### src/rtl/des_key_sched.sv
// Iterative DES/3DES round-key scheduler: PC-1 per key, one rotate+PC-2 per clock into a key table.
// Optional odd-parity key check enabled by DES_KEY_SCHED_PARITY_CHK_EN.
//   state | meaning
//   IDLE  | waiting for a key load, key_ready=1
//   PC1   | load C/D from PC-1 of key k
//   GEN   | rotate C/D, write PC-2 to table[k][r]
//   DONE  | raise keys_rdy, return to IDLE
module des_key_sched #(
  parameter int NUM_KEYS = 1
) (
  input  logic                    clk,
  input  logic                    rst_n,
  input  logic [64*NUM_KEYS-1:0]  key_in,
  input  logic                    key_valid,
  output logic                    key_ready,
  output logic                    busy,
  output logic                    keys_rdy,
  input  logic                    rd_en,
  input  logic [1:0]              rd_key_sel,
  input  logic [3:0]              rd_round,
  input  logic                    rd_decrypt,
  output logic [47:0]             rd_data,
  output logic                    parity_err
);

  localparam int NE = 16 * NUM_KEYS;
  localparam logic [1:0] S_IDLE = 2'd0;
  localparam logic [1:0] S_PC1  = 2'd1;
  localparam logic [1:0] S_GEN  = 2'd2;
  localparam logic [1:0] S_DONE = 2'd3;
  localparam logic [1:0] LAST_K = 2'(NUM_KEYS - 1);
  localparam logic [2:0] NK     = 3'(NUM_KEYS);

  // FIPS bit numbers (1 = MSB) for each output position, MSB first
  localparam int PC1_T [56] = '{
    57, 49, 41, 33, 25, 17,  9,  1, 58, 50, 42, 34, 26, 18,
    10,  2, 59, 51, 43, 35, 27, 19, 11,  3, 60, 52, 44, 36,
    63, 55, 47, 39, 31, 23, 15,  7, 62, 54, 46, 38, 30, 22,
    14,  6, 61, 53, 45, 37, 29, 21, 13,  5, 28, 20, 12,  4};
  localparam int PC2_T [48] = '{
    14, 17, 11, 24,  1,  5,  3, 28, 15,  6, 21, 10,
    23, 19, 12,  4, 26,  8, 16,  7, 27, 20, 13,  2,
    41, 52, 31, 37, 47, 55, 30, 40, 51, 45, 33, 48,
    44, 49, 39, 56, 34, 53, 46, 42, 50, 36, 29, 32};

  function automatic logic [55:0] f_pc1(input logic [63:0] k);
    logic [55:0] o;
    for (int i = 0; i < 56; i++) o[55-i] = k[64-PC1_T[i]];
    return o;
  endfunction

  function automatic logic [47:0] f_pc2(input logic [55:0] cd);
    logic [47:0] o;
    for (int i = 0; i < 48; i++) o[47-i] = cd[56-PC2_T[i]];
    return o;
  endfunction

  logic [1:0]             r_state;
  logic [1:0]             r_k;
  logic [3:0]             r_r;
  logic [27:0]            r_c, r_d;
  logic [64*NUM_KEYS-1:0] r_key;
  logic                   r_keys_rdy;
  logic [47:0]            r_table [NE];

  logic [63:0] w_key_cur;
  logic        w_two;
  logic [27:0] w_c_rot, w_d_rot;
  logic [47:0] w_subkey;
  logic [5:0]  w_wr_idx;
  logic [3:0]  w_rd_round;
  logic [47:0] w_rd_val;
  logic        w_rd_zero;

  assign key_ready = (r_state == S_IDLE);
  assign busy      = (r_state == S_PC1) || (r_state == S_GEN);
  assign keys_rdy  = r_keys_rdy;

  always_comb begin
    w_key_cur = '0;
    for (int i = 0; i < NUM_KEYS; i++)
      if (r_k == 2'(i)) w_key_cur = r_key[64*i +: 64];
  end

  // Rounds 1, 2, 9 and 16 shift by one; all others by two
  assign w_two    = !((r_r == 4'd0) || (r_r == 4'd1) || (r_r == 4'd8) || (r_r == 4'd15));
  assign w_c_rot  = w_two ? {r_c[25:0], r_c[27:26]} : {r_c[26:0], r_c[27]};
  assign w_d_rot  = w_two ? {r_d[25:0], r_d[27:26]} : {r_d[26:0], r_d[27]};
  assign w_subkey = f_pc2({w_c_rot, w_d_rot});
  assign w_wr_idx = {r_k, r_r};

  always_ff @(posedge clk or negedge rst_n) begin
    if (!rst_n) begin
      r_state    <= S_IDLE;
      r_k        <= '0;
      r_r        <= '0;
      r_c        <= '0;
      r_d        <= '0;
      r_key      <= '0;
      r_keys_rdy <= 1'b0;
    end else begin
      case (r_state)
        S_IDLE: if (key_valid) begin
          r_key      <= key_in;
          r_keys_rdy <= 1'b0;
          r_k        <= '0;
          r_state    <= S_PC1;
        end
        S_PC1: begin
          {r_c, r_d} <= f_pc1(w_key_cur);
          r_r        <= '0;
          r_state    <= S_GEN;
        end
        S_GEN: begin
          r_c <= w_c_rot;
          r_d <= w_d_rot;
          r_r <= r_r + 4'd1;
          if (r_r == 4'd15) begin
            if (r_k != LAST_K) begin
              r_k     <= r_k + 2'd1;
              r_state <= S_PC1;
            end else begin
              r_state <= S_DONE;
            end
          end
        end
        S_DONE: begin
          r_keys_rdy <= 1'b1;
          r_state    <= S_IDLE;
        end
        default: r_state <= S_IDLE;
      endcase
    end
  end

  always_ff @(posedge clk or negedge rst_n) begin
    if (!rst_n) begin
      for (int i = 0; i < NE; i++) r_table[i] <= '0;
    end else if (r_state == S_GEN) begin
      for (int i = 0; i < NE; i++)
        if (w_wr_idx == 6'(i)) r_table[i] <= w_subkey;
    end
  end

  assign w_rd_round = rd_decrypt ? (4'd15 - rd_round) : rd_round;
  assign w_rd_zero  = busy || !r_keys_rdy || ({1'b0, rd_key_sel} >= NK);

  always_comb begin
    w_rd_val = '0;
    for (int i = 0; i < NE; i++)
      if ({rd_key_sel, w_rd_round} == 6'(i)) w_rd_val = r_table[i];
  end

  always_ff @(posedge clk or negedge rst_n) begin
    if (!rst_n)     rd_data <= '0;
    else if (rd_en) rd_data <= w_rd_zero ? 48'd0 : w_rd_val;
  end

`ifdef DES_KEY_SCHED_PARITY_CHK_EN
  logic r_parity_err;
  logic w_par_bad;

  always_comb begin
    w_par_bad = 1'b0;
    for (int i = 0; i < 8*NUM_KEYS; i++)
      if (!(^key_in[8*i +: 8])) w_par_bad = 1'b1;
  end

  always_ff @(posedge clk or negedge rst_n) begin
    if (!rst_n)                               r_parity_err <= 1'b0;
    else if ((r_state == S_IDLE) && key_valid) r_parity_err <= w_par_bad;
  end

  assign parity_err = r_parity_err;
`else
  assign parity_err = 1'b0;
`endif

endmodule

### config.mk
export PLATFORM = sky130hd
export DESIGN_NAME = des_key_sched
export DESIGN_NICKNAME = d
export VERILOG_FILES = /design/src/rtl/des_key_sched.sv
export SDC_FILE = /design/constraint.sdc
export NUM_CORES = 2
export LEC_CHECK = 0
export ABC_AREA = 1
export CORE_MARGIN = 5
export CORE_UTILIZATION = 50
export CTS_CLUSTER_SIZE = 40
export DETAILED_ROUTE_END_ITERATION = 16
export PLACE_DENSITY_LB_ADDON = 0.2
export SYNTH_ARGS = -nofsm -noshare
export SYNTH_HDL_FRONTEND = slang
export SYNTH_SLANG_ARGS = --single-unit
### constraint.sdc
create_clock -name clk -period 6.2 [get_ports clk]
set_input_delay 0.93 -clock clk [delete_from_list [all_inputs] [get_ports clk]]
set_output_delay 0.93 -clock clk [all_outputs]
set_load 0.02 [all_outputs]
Word-level counts from Yosys, hierarchy flattened
Cells that the tools add are included.

Register bits: 945. Input bits: 75. Output and inout port bits: 52.

Add/sub/neg operators: 3. Order comparisons: 1. Equal/unequal tests: 39. Muxes and demuxes: 34. Reduce and logical (&&, ||, !) cells: 36.

Operators with widths (number): $mux W48 (17); $pmux W28 S2 (2); $eq A6 B4 Y1 const B (16); $mux W64 (1); $mux W28 (2); $eq A6 B3 Y1 const B (8); $reduce_and A2 Y1 (19); $eq A6 B2 Y1 const B (4); $eq A6 B1 Y1 const B (2); $logic_not A6 Y1 (2); $mux W2 (6); $eq A4 B4 Y1 const B (2); $pmux W2 S4 (1); $pmux W4 S2 (1); $reduce_bool A2 Y1 (4); $logic_or A1 B1 Y1 (6); $add A4 B1 Y4 const B (1); $eq A2 B2 Y1 const B (2); $eq A4 B1 Y1 const B (1); $logic_not A2 Y1 (2); $logic_not A4 Y1 (1); $mux W4 (1); $ne A2 B1 Y1 const B (2); $pmux W2 S2 (1); other kinds (9) (9).

Depth between registers and ports, before layout
Word-level depth: 20. Depth in mapped cells: 17.

Worst setup path after synthesis
No wires, ideal clock.

Kind: input -> register. Start: input port rd_key_sel[1]. End: register rd_data[12]. Setup time: 0.066 ns. Arrival time: 2.404 ns. Data required time: 6.134 ns. Setup slack: 3.730 ns. Stages on the path: 15. Path through: nor2_2 -> nand3_1 -> nor2_4 -> buf_4 -> buf_2 -> nand3_1 -> nand3_1 -> nor2_1 -> nand4_1 -> nand2_1 -> nand4_1 -> nand2_1 -> nand4_1 -> nand2_1 -> nand2_1.

Cells in the longest elaborated chain, start to end: 18.

Ends and longest elaborated chain: start: declaration (RTL line 19) `input logic [1:0] rd_key_sel,`; $logic_not A6 Y1 (RTL line 151) `if ({rd_key_sel, w_rd_round} == 6'(i)) w_rd_val = r_table[i];`; $mux W48 (16 in series) (RTL line 151); $mux W48 * (RTL line 156) `else if (rd_en) rd_data <= w_rd_zero ? 48'd0 : w_rd_val;`; end signal: assignment (RTL line 156); end: declaration (RTL line 22) `output logic [47:0] rd_data,`.

Mark *: on every way between the ends. The rest lies on a longest branch, timed or not. A chain may end at the register's enable or synchronous reset.

Final worst setup path
Start: input port rd_decrypt. End: register rd_data[36].

Cells in the longest elaborated chain, start to end: 19.

Ends and longest elaborated chain: start: declaration (RTL line 21) `input logic rd_decrypt,`; $mux W4 * (RTL line 145) `assign w_rd_round = rd_decrypt ? (4'd15 - rd_round) : rd_round;`; $logic_not A6 Y1 (RTL line 151); $mux W48 (15 in series) (RTL line 151); $mux W48 * (RTL line 151); $mux W48 * (RTL line 156).

Marked as above.

==> results_dict.tcl <==
set metrics [dict create \
    power.leakage_nw 20.8 \
    synth_top_cell_area_share 0.576 \
    start_util 0.505 \
    hpwl_um 68500 \
    area_growth_pct 12.4 \
    maxCapViolCount 0 \
    netlist.top_cell.by_area "dfrtp_1" \
    max_clock_freq_mhz 273 \
    drc 0 \
    path_clk_slew_ns 0.06 \
    root_buffer "clkbuf_16" \
    wl_per_cell_um 19.7 \
    syn_inst 4861 \
    synthTopCellsByCount "1586 x nand2_1, 937 x dfrtp_1, 772 x o21ai_0" \
    worst-path-buf-inv 6 \
    slowest_delay_ns 0.52 \
    overflow 0 \
    period_minus_slack_ns 3.67 \
    insertion_delay_ns 0.65 \
    synth_flop_cell "dfrtp_1" \
    routed-via-count 33100 \
    grt_pass1_wl_um 183000 \
    die_h_um 295 \
    hold_violations 0 \
    grt_pass1_vias 31500 \
    async_flop_share 1.00 \
    grt_max_degree 153 \
    crit_slowest_cell "clkdlybuf4s50_1" \
    vias_per_cell 5.58 \
    antenna_found_initial 1 \
    clock_sinks 937 \
    critPathArrivalTime_ns 4.25 \
    die_w_um 295 \
    rows 104 \
    grt_usage 0.267 \
    yosysMostFrequentCell "nand2_1" \
    setup_tns_ns 0 \
    drtPass1Iterations 6 \
    worst_pin_slew_ns 1.26 \
    boundaryPins 127 \
    h-tree-depth 3 \
    timing.rr.start "r_k[0]" \
    post_cts_buffers 0 \
    hp-class "in2async" \
    drtIter0Drc 3372 \
    critPathMaxFanout 21 \
    worstReg2RegEnd "r_table[658]" \
    synth_nets 4944 \
    fin_crit_sh 0.591 \
    nFillCells 7331 \
    ctsHoldBuffers 0 \
    p_per_area_mw_per_mm2 406 \
    syn_area_per_cell_um2 8.38 \
    outcome "finished, final reports clean" \
    path_cells "clkdlybuf4s50_1, inv_2, nand2_1, nand2_2, nand2_1, inv_2, nand3_2, buf_4, inv_2, buf_4, nand2_1, nand4_1, nand2_1, nand4_1, nor2_1, nand4_1, nand2_1, nand2_1" \
    yosysWarnings 0 \
    rsz0062_at_grt "no" \
    synth_edf_count 0 \
    setup_viol 0 \
    start_kind "input port" \
    cp.required_ns 6.78 \
    cp_top_family "buffers and inverters" \
    drive_above_1_share 0.0615 \
    crit_path_frequent_cell "nand2_1" \
    numPortBuffers 117 \
    synthTopCellsByArea "dfrtp_1 58%, nand2_1 15%, o21ai_0 9.5%" \
    end_kind "register" \
    ir_drop_mv 0.663 \
    core-area_mm2 0.0807 \
    die_area_mm2 0.0873 \
    synth_area_mm2 0.0407 \
    r2r_slack_ns 2.90 \
    seq_area_frac_synth 0.576 \
    critPathKind "in2reg" \
    drv_slew 0 \
    tritoncts "built" \
    cts_max_path_buffers 3 \
    numCtsBuffers 97 \
    finalNetCount 4870 \
    ctsResizeCount 0 \
    place.gp.congestion 0.803 \
    worst-r2r-cell-count 8 \
    synth.distinct_cells 34 \
    wl_um 117000 \
    ys_ff_latch 937 \
    relSlewSlack 0.156 \
    hold-worst-slack_ns 0.280 \
    antenna_left 0 \
    fin_skew_ns 0.0224 \
]
## worst max path at each step
| stage | start | to | slack, ns | cells past startpoint |
|---|---|---|---|---|
| finish | rd_decrypt | rd_data[36] | 2.53 | 18 |
| detailed placement | rd_decrypt | rd_data[45] | 1.92 | 11 |
| global route | rd_decrypt | rd_data[42] | 2.35 | 12 |
| CTS | rd_decrypt | rd_data[45] | 2.61 | 11 |
| global placement | rd_decrypt | rd_data[45] | 1.95 | 11 |
| floorplan | rd_key_sel[1] | rd_data[12] | 3.73 | 15 |
## sequential cells by signal, indices dropped and copies added, names as in the netlist
register,count
r_state,2
r_k,2
r_r,4
r_key,56
keys_rdy,1
rd_data,48
r_c,28
r_table,768
r_d,28
## per-stage QoR
stage,std cells,util,area (µm²),setup slack (ns),power [mW]
2_1_floorplan,4861,-,40700,3.73,10.7
3_3_place_gp,5748,0.529,42600,1.95,12.8
4_1_cts,5918,0.567,45800,2.61,18.6
3_5_place_dp,5748,0.529,42600,1.92,12.9
5_1_grt,5918,0.567,45800,2.35,19.6
6_report,5919,0.567,45800,2.53,18.6
## where the power goes
group | switching [mW] | internal, mW
Clock | 2.40 | 3.36
Combinational | 3.97 | 1.19
Sequential | 0.554 | 7.12
## placed cells by master, fill, tap and decap left out, types with 3 or more instances in the layout
| master | Yosys | routed |
|---|---|---|
| nor2_2 | 6 | 3 |
| buf_12 | 0 | 10 |
| clkdlybuf4s50_1 | 0 | 116 |
| nor2_1 | 275 | 266 |
| clkbuf_16 | 0 | 100 |
| o21ai_2 | 18 | 22 |
| or2_2 | 4 | 4 |
| nand2_4 | 0 | 16 |
| o21ai_1 | 30 | 26 |
| inv_2 | 7 | 7 |
| o21bai_1 | 11 | 11 |
| o221ai_1 | 30 | 30 |
| a21oi_1 | 110 | 110 |
| clkbuf_8 | 0 | 21 |
| o21ai_0 | 772 | 772 |
| buf_4 | 16 | 64 |
| bufinv_16 | 0 | 4 |
| clkbuf_1 | 301 | 24 |
| nand2_1 | 1586 | 1569 |
| inv_1 | 236 | 236 |
| nor3_1 | 4 | 4 |
| nand4_1 | 135 | 135 |
| clkinv_2 | 0 | 18 |
| ha_1 | 8 | 7 |
| or2_0 | 8 | 8 |
| nor2_4 | 4 | 16 |
| o211ai_1 | 34 | 34 |
| nand2_2 | 5 | 6 |
| dfrtp_1 | 937 | 937 |
| nand3_1 | 269 | 268 |
## kinds of logic (layout without fill, tap and decap cells)
logic type / after synthesis / count (layout) / synth area share
flops: 937 / 937 / 0.576
simple gates: 2297 / 2297 / 0.231
mux: 1 / 1 / 0.000246
compound gates: 1008 / 1008 / 0.131
fa+ha+maj: 8 / 8 / 0.00246
xor+xnor: 1 / 1 / 0.000215
buf+inv: 608 / 605 / 0.0592
other cells: 1 / 2 / 0.0000921
## routing by layer
metal | global-route usage | wire length, µm
met1 | 0.370 | 50600
met2 | 0.439 | 54900
met3 | 0.0412 | 7590
met4 | 0.0799 | 3640
met5 | 0 | 0
## final cells by class
cell class,count,area (µm²),share of cell area
antenna,1,2.50,0.0000547
clock buffer,145,2880,0.0629
clock inverter,25,244,0.00533
inverter,244,916,0.0200
multi-input combinational,3316,15100,0.330
sequential,937,23400,0.512
tap,1060,1330,0.0290
timing repair buffer,191,1860,0.0406
Power figures use the tool's default switching activity.
